## src/rtl/mips_vga_pkg.sv

```systemverilog
// Shared definitions for the MIPS VGA debug overlay: register-dump FSM states
// and the default register-file geometry.
package mips_vga_pkg;

    localparam int NLOC_DEFAULT  = 32;
    localparam int DBITS_DEFAULT = 32;

    typedef enum logic [1:0] {
        ST_IDLE = 2'd0,
        ST_READ = 2'd1,
        ST_SEND = 2'd2,
        ST_DONE = 2'd3
    } dump_state_t;

endpackage

```

## src/rtl/regfile_dumper.sv

```systemverilog
// Walks the register file through a spare read port and streams each
// (index, value) pair to a valid/ready consumer, then pulses done.
module regfile_dumper
    import mips_vga_pkg::*;
#(
    parameter int Nloc  = NLOC_DEFAULT,
    parameter int Dbits = DBITS_DEFAULT
) (
    input  logic                    clock,
    input  logic                    reset_n,
    input  logic                    start,
    input  logic                    grant,
    output logic [Dbits-1:0]        rd_addr,
    input  logic [Dbits-1:0]        rd_data,
    output logic                    out_valid,
    input  logic                    out_ready,
    output logic [$clog2(Nloc)-1:0] out_index,
    output logic [Dbits-1:0]        out_data,
    output logic                    busy,
    output logic                    done
);

    localparam int            IW   = $clog2(Nloc);
    localparam logic [IW-1:0] LAST = IW'(Nloc - 1);

    dump_state_t      r_state;
    dump_state_t      w_next;
    logic [IW-1:0]    r_cnt;
    logic [IW-1:0]    r_index;
    logic [Dbits-1:0] r_data;
    logic             w_last;
    logic             w_hs;

    assign w_last    = (r_cnt == LAST);
    assign w_hs      = (r_state == ST_SEND) && out_ready;
    assign rd_addr   = Dbits'(r_cnt);
    assign out_index = r_index;
    assign out_data  = r_data;

    always_ff @(posedge clock or negedge reset_n) begin
        if (!reset_n) begin
            r_state <= ST_IDLE;
        end else begin
            r_state <= w_next;
        end
    end

    always_comb begin
        w_next = r_state;
        case (r_state)
            ST_IDLE: if (start) w_next = ST_READ;
            ST_READ: if (grant) w_next = ST_SEND;
            ST_SEND: if (w_hs)  w_next = w_last ? ST_DONE : ST_READ;
            ST_DONE: w_next = ST_IDLE;
            default: w_next = ST_IDLE;
        endcase
    end

    always_comb begin
        out_valid = (r_state == ST_SEND);
        done      = (r_state == ST_DONE);
        busy      = (r_state != ST_IDLE);
    end

    // Counter is parked at 0 outside a dump so rd_addr reads 0 while idle;
    // the terminal test happens before any increment, so it never wraps.
    always_ff @(posedge clock or negedge reset_n) begin
        if (!reset_n) begin
            r_cnt   <= '0;
            r_index <= '0;
            r_data  <= '0;
        end else begin
            case (r_state)
                ST_IDLE: if (start) r_cnt <= '0;
                ST_READ: begin
                    if (grant) begin
                        r_data  <= rd_data;
                        r_index <= r_cnt;
                    end
                end
                ST_SEND: if (w_hs && !w_last) r_cnt <= r_cnt + 1'b1;
                ST_DONE: r_cnt <= '0;
                default: r_cnt <= '0;
            endcase
        end
    end

endmodule

```

## config.mk

```make
export PLATFORM = sky130hd
export DESIGN_NAME = regfile_dumper
export DESIGN_NICKNAME = d
export VERILOG_FILES = /design/src/rtl/mips_vga_pkg.sv /design/src/rtl/regfile_dumper.sv
export SDC_FILE = /design/constraint.sdc
export NUM_CORES = 1
export LEC_CHECK = 0
export BUFFER_PORTS_ARGS = -buffer_cell sky130_fd_sc_hd__buf_2
export CAP_MARGIN = 20
export CORE_ASPECT_RATIO = 0.9
export CORE_MARGIN = 2
export CORE_UTILIZATION = 44
export CTS_CLUSTER_DIAMETER = 60
export DETAILED_ROUTE_END_ITERATION = 6
export PLACE_DENSITY = 0.89
export SYNTH_ARGS = -nofsm -noshare
export SYNTH_HDL_FRONTEND = slang
export SYNTH_SLANG_ARGS = --single-unit
```

## constraint.sdc

```tcl
create_clock -name clock -period 2.3 [get_ports clock]
set_input_delay 0.115 -clock clock [delete_from_list [all_inputs] [get_ports clock]]
set_output_delay 0.115 -clock clock [all_outputs]
set_load 0.005 [all_outputs]
```

======== Word level (Yosys, flattened, before mapping) ========
Index checks and enable logic that the tools add are counted.
word-level totals
  word-level logic and storage cells ...... 30
  output and inout bits ................... 72
  register bits after elaboration ......... 44
operators by class
  reduce and logical (&&, ||, !) cells .... 9
  equality and inequality tests ........... 8
  mux-type cells .......................... 8
  add/subtract/negate cells ............... 1
operators with widths
  cell                                                   count
  case mux 5 bit (3 select lines)                        1
  2-to-1 mux 5 bit                                       2
  2-to-1 mux 2 bit                                       4
  case mux 2 bit (4 select lines)                        1
  AND reduction 3 bit                                    2
  adder 5 x 1 -> 5 bit, second input constant            1
  == test 5 bit, second input constant                   1
  == test 2 bit, second input constant                   2
  inequality test 2 x 1 -> 1 bit, second input constant  2
  inequality test 2 bit, second input constant           2
  nonzero test 3 bit                                     1
  == test 2 x 1 -> 1 bit, second input constant          1
  logical AND 1 bit                                      2
  zero test 2 bit                                        1
  AND reduction 2 bit                                    1
  nonzero test 2 bit                                     1
  zero test 1 bit                                        1

======== Depth between registers and ports, before layout ========
Gate-level depths: netlist (run 1).
  depth in word-level cells ............... 5
  mapped depth ............................ 7
  gate-level depth less buffers ........... 7

======== Least setup slack after synthesis (run 1) ========
No wires, ideal clock.
  kind .................................... register to register
  start ................................... register r_cnt[0]
  end ..................................... register r_cnt[3]
  setup slack ............................. 0.444 ns
  cell stages (with the launch flop) ...... 8
  required time ........................... 2.231 ns
  period minus slack after synthesis ...... 1.856 ns
  data arrival time ....................... 1.787 ns
  buffers on the path ..................... 0
  cell sequence ........................... dfrtp_1 -> ha_1 -> and3_1 -> ha_1 -> nand2b_1 -> o2bb2ai_4 -> or4_1 -> nand3_1
between the ends
  cells in the longest elaborated chain, start to end .. 5
  elaborated cells between the ends (all ways) .. 8
  classes of those cells .................. 1 x add/sub; 2 x eq/ne; 2 x mux; 3 x reduce/logical
RTL lines
  what                                                                          RTL line              source
  from (decl)                                                                   regfile_dumper.sv:28  logic [IW-1:0] r_cnt;
  from (signal assigned)                                                        regfile_dumper.sv:81  ST_SEND: if (w_hs && !w_last) r_cnt <= r_cnt + 1'b1;
  parallel branches: the longest is 5 deep, another holds adder 5 x 1 -> 5 bit  n/a
Parallel ways; which one is timed is not known. The select of a mux whose other input is x is not followed.
A chain may end at the register's enable or synchronous reset.

======== Worst setup path in the final report (run 1) ========
Same ends and word-level chain as after synthesis.

==> results.rst, run 1 <==
.. list-table::
   :header-rows: 1

   * - Metric
     - Value
   * - Layout cell share with drive strength beyond 1
     - 0.547
   * - R2R depth
     - 7
   * - Total CTS buffers
     - 5
   * - DIE WIDTH
     - 74.9 um
   * - Pins over their slew limit
     - 0
   * - Die Ht
     - 67.8 um
   * - Vias in the first global route
     - 1231
   * - Clock Sinks
     - 44
   * - Most heavily used metal layer in global routing
     - met2
   * - Post-DP HPWL
     - 2.58 mm
   * - Hold path startpoint
     - rd_data[11]
   * - Capturing element type of the critical path
     - flop
   * - Cell count after placement
     - 287
   * - Non-filler instance count after layout
     - 296
   * - Average instance area after synthesis
     - 13.5 um2
   * - Clock latency at the later pin of the worst-skew pair
     - 0.29 ns
   * - Floorplan core area
     - 4400 um2
   * - Aggregate negative setup slack
     - 0 ns
   * - Pin count of the biggest net entering global routing
     - 45
   * - Per-cell routed wire length
     - 11.8 um
   * - Global-route track usage on met1
     - 0.165
   * - Number of remaining DRC errors
     - 0
   * - Gates resized, CTS repair
     - 0
   * - Die Footprint
     - 5070 um2
   * - Cell area power density
     - 1150 nW/um2
   * - Tightest Hold Check Type
     - in2reg
   * - Sequential element share of the synthesized area
     - 0.554
   * - Maximum clock skew at final layout
     - 0.00423 ns
   * - Violation count after the first detailed-routing iteration
     - 43
   * - Standard-cell rows
     - 23
   * - Area delta synth->final
     - 24.1%
   * - Root cell of the clock tree
     - sky130_fd_sc_hd__clkbuf_8
   * - Wire length of the first global-routing pass
     - 5.42 mm
   * - Maximum clock insertion buffer count
     - 2
   * - Yosys warning total
     - 0
   * - Synth Instances
     - 147
   * - Hold Violations, Final
     - 0
   * - Initial antenna violation count
     - 0
   * - Period utilization
     - 0.867
   * - Net count reported at finish
     - 272
   * - Global placement routability congestion
     - 0.776
   * - Number of H-tree levels
     - 2
   * - Worst Max-Slew Pin Slew
     - 0.940 ns
   * - Worst slew slack as a fraction of its limit
     - 0.373
   * - Proportion of power drawn by the clock network
     - 0.203
   * - CTS tree
     - built
   * - Number of diodes
     - 0
   * - Data arrival time of the worst path
     - 2.22 ns
   * - Overflow left after global routing
     - 0
   * - Hold Path Cell Cnt
     - 2
   * - Detailed-route via count
     - 1315
   * - Timing-limited maximum frequency
     - 501 MHz
   * - Element type at the critical path start
     - flop
   * - GR Util met3
     - 0.0478
   * - Peak VDD IR
     - 0.000623 V
   * - Buffers added on ports
     - 81
   * - Number of vias per cell after detailed routing
     - 4.44
   * - Worst Path Class, Setup
     - reg2reg
   * - Maximum fanout along the worst path
     - 10
   * - Final wirelength
     - 3.51 mm
   * - Static leakage
     - 1.31 nW
   * - Pint
     - 2.00 mW
   * - Switching fraction of total power
     - 0.295
   * - Area of the mapped netlist
     - 1990 um2
   * - Cts hold-fix bufs
     - 1
   * - Count of different cell masters after synthesis
     - 26
   * - Remaining number of nets flagged by the antenna check after routing
     - 0
   * - Number of top-level pins
     - 109
   * - Setup repair after global routing missed its margin
     - no
   * - Run status
     - completed
   * - Seq pwr share
     - 0.445
   * - Clock slew at reported path FFs
     - 0.08 ns
   * - Crit. Startpoint
     - r_cnt[0]
   * - Drt pass-1 iters
     - 4
   * - Effective utilization at floorplan
     - 0.452
   * - Part of the total power dissipated in combinational logic
     - 0.352
   * - Max-cap check violation count
     - 0
   * - Flip-flop and latch count after synthesis
     - 44
   * - Final setup fails
     - 0
   * - Number of post-CTS setup repair buffers
     - 0
   * - Time the final worst path needs with I/O delays and setup
     - 2.00 ns
   * - Data required time at the worst endpoint
     - 2.53 ns
   * - Critical R2R Launch
     - r_cnt[0]
   * - Net switching power
     - 0.840 mW
   * - Met2 Resource Use GR
     - 0.243
   * - Global router's overall resource usage
     - 0.143
==> worst paths after layout <==
check | slack, ns | endpoint
hold reg to reg | 0.49 | out_data[4]
min in group asynchronous | 0.50 | out_data[3]
setup / recovery | 0.30 | r_cnt[3]
setup reg to reg | 0.30 | r_cnt[3]
max in group asynchronous | 1.22 | out_data[6]
hold / removal | 0.03 | out_data[11]
==> metrics by stage <==
stage / util / power (mW) / area, um2 / hold WS, ns / worst slack, ns
2_1_floorplan: - / 1.89 / 2090 / -0.181 / 0.444
3_3_place_gp: 0.533 / 2.25 / 2350 / 0.317 / 0.396
3_5_place_dp: 0.533 / 2.30 / 2350 / 0.321 / 0.347
4_1_cts: 0.560 / 2.88 / 2470 / 0.0230 / 0.287
5_1_grt: 0.560 / 3.06 / 2470 / 0.0199 / 0.184
6_report: 0.560 / 2.84 / 2470 / 0.0324 / 0.305
==> metal layers <==
layer / up-vias / part of all wire
met4: 0 / 0.015
met1: 630 / 0.40
met5: - / 0
met2: 63 / 0.51
li1: 615 / -
met3: 7 / 0.079
==> synthesized netlist by cell type (all sizes together) <==
| cell type | number | area (um2) |
|---|---|---|
| and2 | 1 | 7.51 |
| nor3 | 1 | 5.00 |
| nand2b | 2 | 20.0 |
| a21o | 1 | 8.76 |
| nand3b | 2 | 15.0 |
| a21oi | 1 | 5.00 |
| or2 | 1 | 6.26 |
| conb | 1 | 3.75 |
| nand3 | 3 | 15.0 |
| o2bb2ai | 1 | 27.5 |
| nand2 | 8 | 30.0 |
| o21ai | 5 | 25.0 |
| buf | 31 | 238 |
| or4 | 1 | 7.51 |
| mux2 | 37 | 417 |
| dfrtp | 44 | 1100 |
| ha | 2 | 25.0 |
| and2b | 1 | 8.76 |
| inv | 2 | 12.5 |
| and3 | 1 | 6.26 |
| nor2 | 1 | 3.75 |
==> sequential cells by signal (all words and copies together), names as in the netlist <==
name	count
out_data	32
r_cnt	5
r_state	2
out_index	5
==> layout by cell type, fill, tap and decap left out, types with 2 or more instances in the layout <==
cell and n:
sky130_fd_sc_hd__mux2_2 30, sky130_fd_sc_hd__o21ai_0 5, sky130_fd_sc_hd__dfrtp_1 44, sky130_fd_sc_hd__buf_2 81, sky130_fd_sc_hd__ha_1 2, sky130_fd_sc_hd__nand2_1 8
sky130_fd_sc_hd__clkbuf_8 5, sky130_fd_sc_hd__nand3b_1 2, sky130_fd_sc_hd__buf_4 2, sky130_fd_sc_hd__mux2_1 7, sky130_fd_sc_hd__conb_1 27, sky130_fd_sc_hd__nand3_1 3
==> critical path, stage by stage, from the launching register on <==
cell	delay [ns]
sky130_fd_sc_hd__dfrtp_1	0.43
sky130_fd_sc_hd__ha_1	0.25
sky130_fd_sc_hd__and3_1	0.20
sky130_fd_sc_hd__ha_1	0.17
sky130_fd_sc_hd__nand2b_1	0.19
sky130_fd_sc_hd__o2bb2ai_4	0.17
sky130_fd_sc_hd__or4_1	0.41
sky130_fd_sc_hd__nand3_1	0.10
==> power groups by stage <==
stage               clock network (mW)  registers (mW)  logic, mW
floorplan                            0            1.31      0.583
global placement                     0            1.26      0.984
detailed placement                   0            1.28       1.02
CTS                              0.598            1.27       1.02
global route                     0.634            1.31       1.12
finish                           0.578            1.27       1.00
==> logic make-up after synthesis <==
| group | share of synthesized area |
|---|---|
| flops | 0.554 |
| simple gates | 0.0629 |
| fa+ha+maj | 0.0126 |
| compound gates | 0.0334 |
| buf+inv | 0.126 |
| other cells | 0.00189 |
| mux | 0.210 |
==> cell type report <==
cell class | instances | area [um2]
clock buffers | 5 | 68.8
clock inverters | 3 | 42.5
fillers | 386 | 1940
inverters | 2 | 12.5
multi-input cells | 96 | 734
flip-flops and latches | 44 | 1100
well taps | 62 | 77.6
repair buffers | 84 | 430
Note: power is estimated with default switching activity, not from simulation.
==> run 2: changes to the inputs <==
--- a/config.mk
+++ b/config.mk
@@ -7,7 +7,7 @@
 export LEC_CHECK = 0
 export BUFFER_PORTS_ARGS = -buffer_cell sky130_fd_sc_hd__buf_2
 export CAP_MARGIN = 20
-export CORE_ASPECT_RATIO = 0.9
+export CORE_ASPECT_RATIO = 1.1
 export CORE_MARGIN = 2
 export CORE_UTILIZATION = 44
 export CTS_CLUSTER_DIAMETER = 60
==> results.rst, run 2 (synthesis results as in run 1) <==
.. list-table::
   :header-rows: 1

   * - Metric
     - Value
   * - Post-DP HPWL
     - 2.71 mm (was 2.58 mm)
   * - Pin count of the biggest net entering global routing
     - 45 (unchanged)
   * - Area delta synth->final
     - 24.2% (was 24.1%)
   * - Worst Path Class, Setup
     - reg2reg (unchanged)
   * - Per-cell routed wire length
     - 12.0 um (was 11.8 um)
   * - Die Ht
     - 74.5 um (was 67.8 um)
   * - Hold Violations, Final
     - 44 (was 0)
   * - Total CTS buffers
     - 5 (unchanged)
   * - Clock latency at the later pin of the worst-skew pair
     - 0.29 ns (about the same)
   * - Final setup fails
     - 0 (unchanged)
   * - Static leakage
     - 1.32 nW (was 1.31 nW)
   * - Overflow left after global routing
     - 0 (unchanged)
   * - Number of vias per cell after detailed routing
     - 4.63 (was 4.44)
   * - Worst slew slack as a fraction of its limit
     - 0.367 (was 0.373)
   * - Maximum fanout along the worst path
     - 10 (unchanged)
   * - Global router's overall resource usage
     - 0.140 (was 0.143)
   * - Period utilization
     - 0.851 (was 0.867)
   * - Root cell of the clock tree
     - sky130_fd_sc_hd__clkbuf_8 (unchanged)
   * - Clock Sinks
     - 44 (unchanged)
   * - Buffers added on ports
     - 81 (unchanged)
   * - Number of H-tree levels
     - 2 (unchanged)
   * - Commonest cells after routing, fill and taps aside
     - 81 x sky130_fd_sc_hd__buf_2, 44 x sky130_fd_sc_hd__dfrtp_1, 30 x sky130_fd_sc_hd__mux2_2 (unchanged)
   * - Maximum clock skew at final layout
     - 0.00335 ns (was 0.00423 ns)
   * - Critical R2R Launch
     - r_cnt[0] (unchanged)
   * - Clock slew at reported path FFs
     - 0.08 ns (about the same)
   * - Maximum clock insertion buffer count
     - 2 (unchanged)
   * - Tightest Hold Check Type
     - in2async (was in2reg)
   * - Post-route standard cell area excluding fillers
     - 2470 um2 (about the same)
   * - Worst Path Buf+Inv
     - 0 (unchanged)
   * - Worst Max-Slew Pin Slew
     - 0.950 ns (was 0.940 ns)
   * - Flip-flop count of the largest register after layout
     - 32 (unchanged)
   * - Vias in the first global route
     - 1252 (was 1231)
   * - Number of top-level pins
     - 109 (unchanged)
   * - Initial antenna violation count
     - 0 (unchanged)
   * - Top Family by Delay on Critical Path
     - simple AND/OR/NAND/NOR gates (unchanged)
   * - Drt pass-1 iters
     - 3 (was 4)
   * - Global placement routability congestion
     - 0.733 (was 0.776)
   * - Remaining number of nets flagged by the antenna check after routing
     - 0 (unchanged)
   * - Effective utilization at floorplan
     - 0.461 (was 0.452)
   * - Sequence of cells on the critical path
     - ha_1 -> and3_1 -> ha_1 -> nand2b_1 -> o2bb2ai_4 -> or4_1 -> nand3_1 (unchanged)
   * - Final wirelength
     - 3.47 mm (was 3.51 mm)
   * - Data arrival time of the worst path
     - 2.19 ns (was 2.22 ns)
   * - Wire length of the first global-routing pass
     - 5.29 mm (was 5.42 mm)
   * - Floorplan core area
     - 4320 um2 (was 4400 um2)
   * - Time the final worst path needs with I/O delays and setup
     - 1.96 ns (was 2.00 ns)
   * - Data required time at the worst endpoint
     - 2.53 ns (about the same)
   * - Net count reported at finish
     - 272 (unchanged)
   * - Die Footprint
     - 5070 um2 (about the same)
   * - Run status
     - complete, but fails checks (was completed)
   * - Pre-CTS WS
     - 0.352 ns (was 0.347 ns)
   * - Aggregate negative setup slack
     - 0 ns (unchanged)
   * - Critical-path cell with the highest stage delay
     - sky130_fd_sc_hd__dfrtp_1 (unchanged)
   * - Capturing element type of the critical path
     - flop (unchanged)
   * - Violation count after the first detailed-routing iteration
     - 24 (was 43)
   * - Cts hold-fix bufs
     - 0 (was 1)
   * - Peak VDD IR
     - 0.000504 V (was 0.000623 V)
   * - Failing checks
     - negative hold slack
   * - Crit. Startpoint
     - r_cnt[0] (unchanged)
   * - Timing-limited maximum frequency
     - 511 MHz (was 501 MHz)
   * - Number of post-CTS setup repair buffers
     - 0 (unchanged)
   * - Worst Hold Slack
     - -0.0320 ns (was 0.0324 ns)
   * - Detailed-route via count
     - 1334 (was 1315)
   * - Slowest stage delay, CP
     - 0.44 ns (was 0.43 ns)
   * - Dominant cell type by count on the critical path
     - sky130_fd_sc_hd__ha_1 (unchanged)
   * - CTS tree
     - built (unchanged)
   * - Cell area after placement
     - 2340 um2 (was 2350 um2)
   * - Number of remaining DRC errors
     - 0 (unchanged)
   * - Number of diodes
     - 0 (unchanged)
   * - Max-cap check violation count
     - 0 (unchanged)
   * - Element type at the critical path start
     - flop (unchanged)
   * - Cell count after placement
     - 280 (was 287)
   * - Gates resized, CTS repair
     - 0 (unchanged)
   * - Non-filler instance count after layout
     - 288 (was 296)
   * - Standard-cell rows
     - 25 (was 23)
   * - Pins over their slew limit
     - 0 (unchanged)
   * - Final worst setup slack
     - 0.343 ns (was 0.305 ns)
   * - Cell area power density
     - 1180 nW/um2 (was 1150 nW/um2)
   * - Layout cell share with drive strength beyond 1
     - 0.551 (was 0.547)
   * - Number of filler instances in the final layout
     - 387 (was 386)
   * - DIE WIDTH
     - 68.1 um (was 74.9 um)
   * - Commonest non-fill, non-tap cell in the layout
     - sky130_fd_sc_hd__buf_2 (unchanged)
   * - Setup repair after global routing missed its margin
     - no (unchanged)
[run 2: power breakdown]
part           switching (mW)  internal [mW]  total [mW]
sequential              0.172           1.10        1.27
combinational           0.415          0.592        1.01
clock                   0.246          0.383       0.629
[run 2: worst paths after layout]
kind                                endpoint  slack [ns]  cells past startpoint
worst max-delay path                r_cnt[3]        0.34                      7
worst min-delay path             out_data[3]       -0.03                      1
worst max register to register      r_cnt[3]        0.34                      7
worst min register to register  out_data[12]        0.49                      1
max in group asynchronous         r_state[1]        1.75                      1
min in group clock               out_data[3]        0.03                      2
[run 2: final cells by class]
type	instances	area, um2	area share
Multi-Input combinational cell	96	734	0.297
Tap cell	54	67.6	0.0274
Clock buffer	7	96.3	0.0390
Inverter	2	12.5	0.00507
Timing Repair Buffer	84	428	0.173
Sequential cell	44	1100	0.446
Clock inverter	1	30.0	0.0122
[run 2: routing by layer]
metal,vias up,share of wire,GRT usage
li1,615,-,-
met1,652,0.40,0.168
met2,62,0.51,0.229
met3,5,0.079,0.0545
met4,0,0.010,0.0467
met5,-,0,0
[run 2: worst register-to-register path, stage by stage, from the launching register on]
cell	delay [ns]
sky130_fd_sc_hd__dfrtp_1	0.44
sky130_fd_sc_hd__ha_1	0.25
sky130_fd_sc_hd__and3_1	0.19
sky130_fd_sc_hd__ha_1	0.17
sky130_fd_sc_hd__nand2b_1	0.19
sky130_fd_sc_hd__o2bb2ai_4	0.17
sky130_fd_sc_hd__or4_1	0.40
sky130_fd_sc_hd__nand3_1	0.09
[run 2: through the flow]
stage	power (mW)	util
detailed placement	2.32	0.543
floorplan	1.89	-
global route	3.12	0.572
finish	2.90	0.572
CTS	2.96	0.572
global placement	2.26	0.543
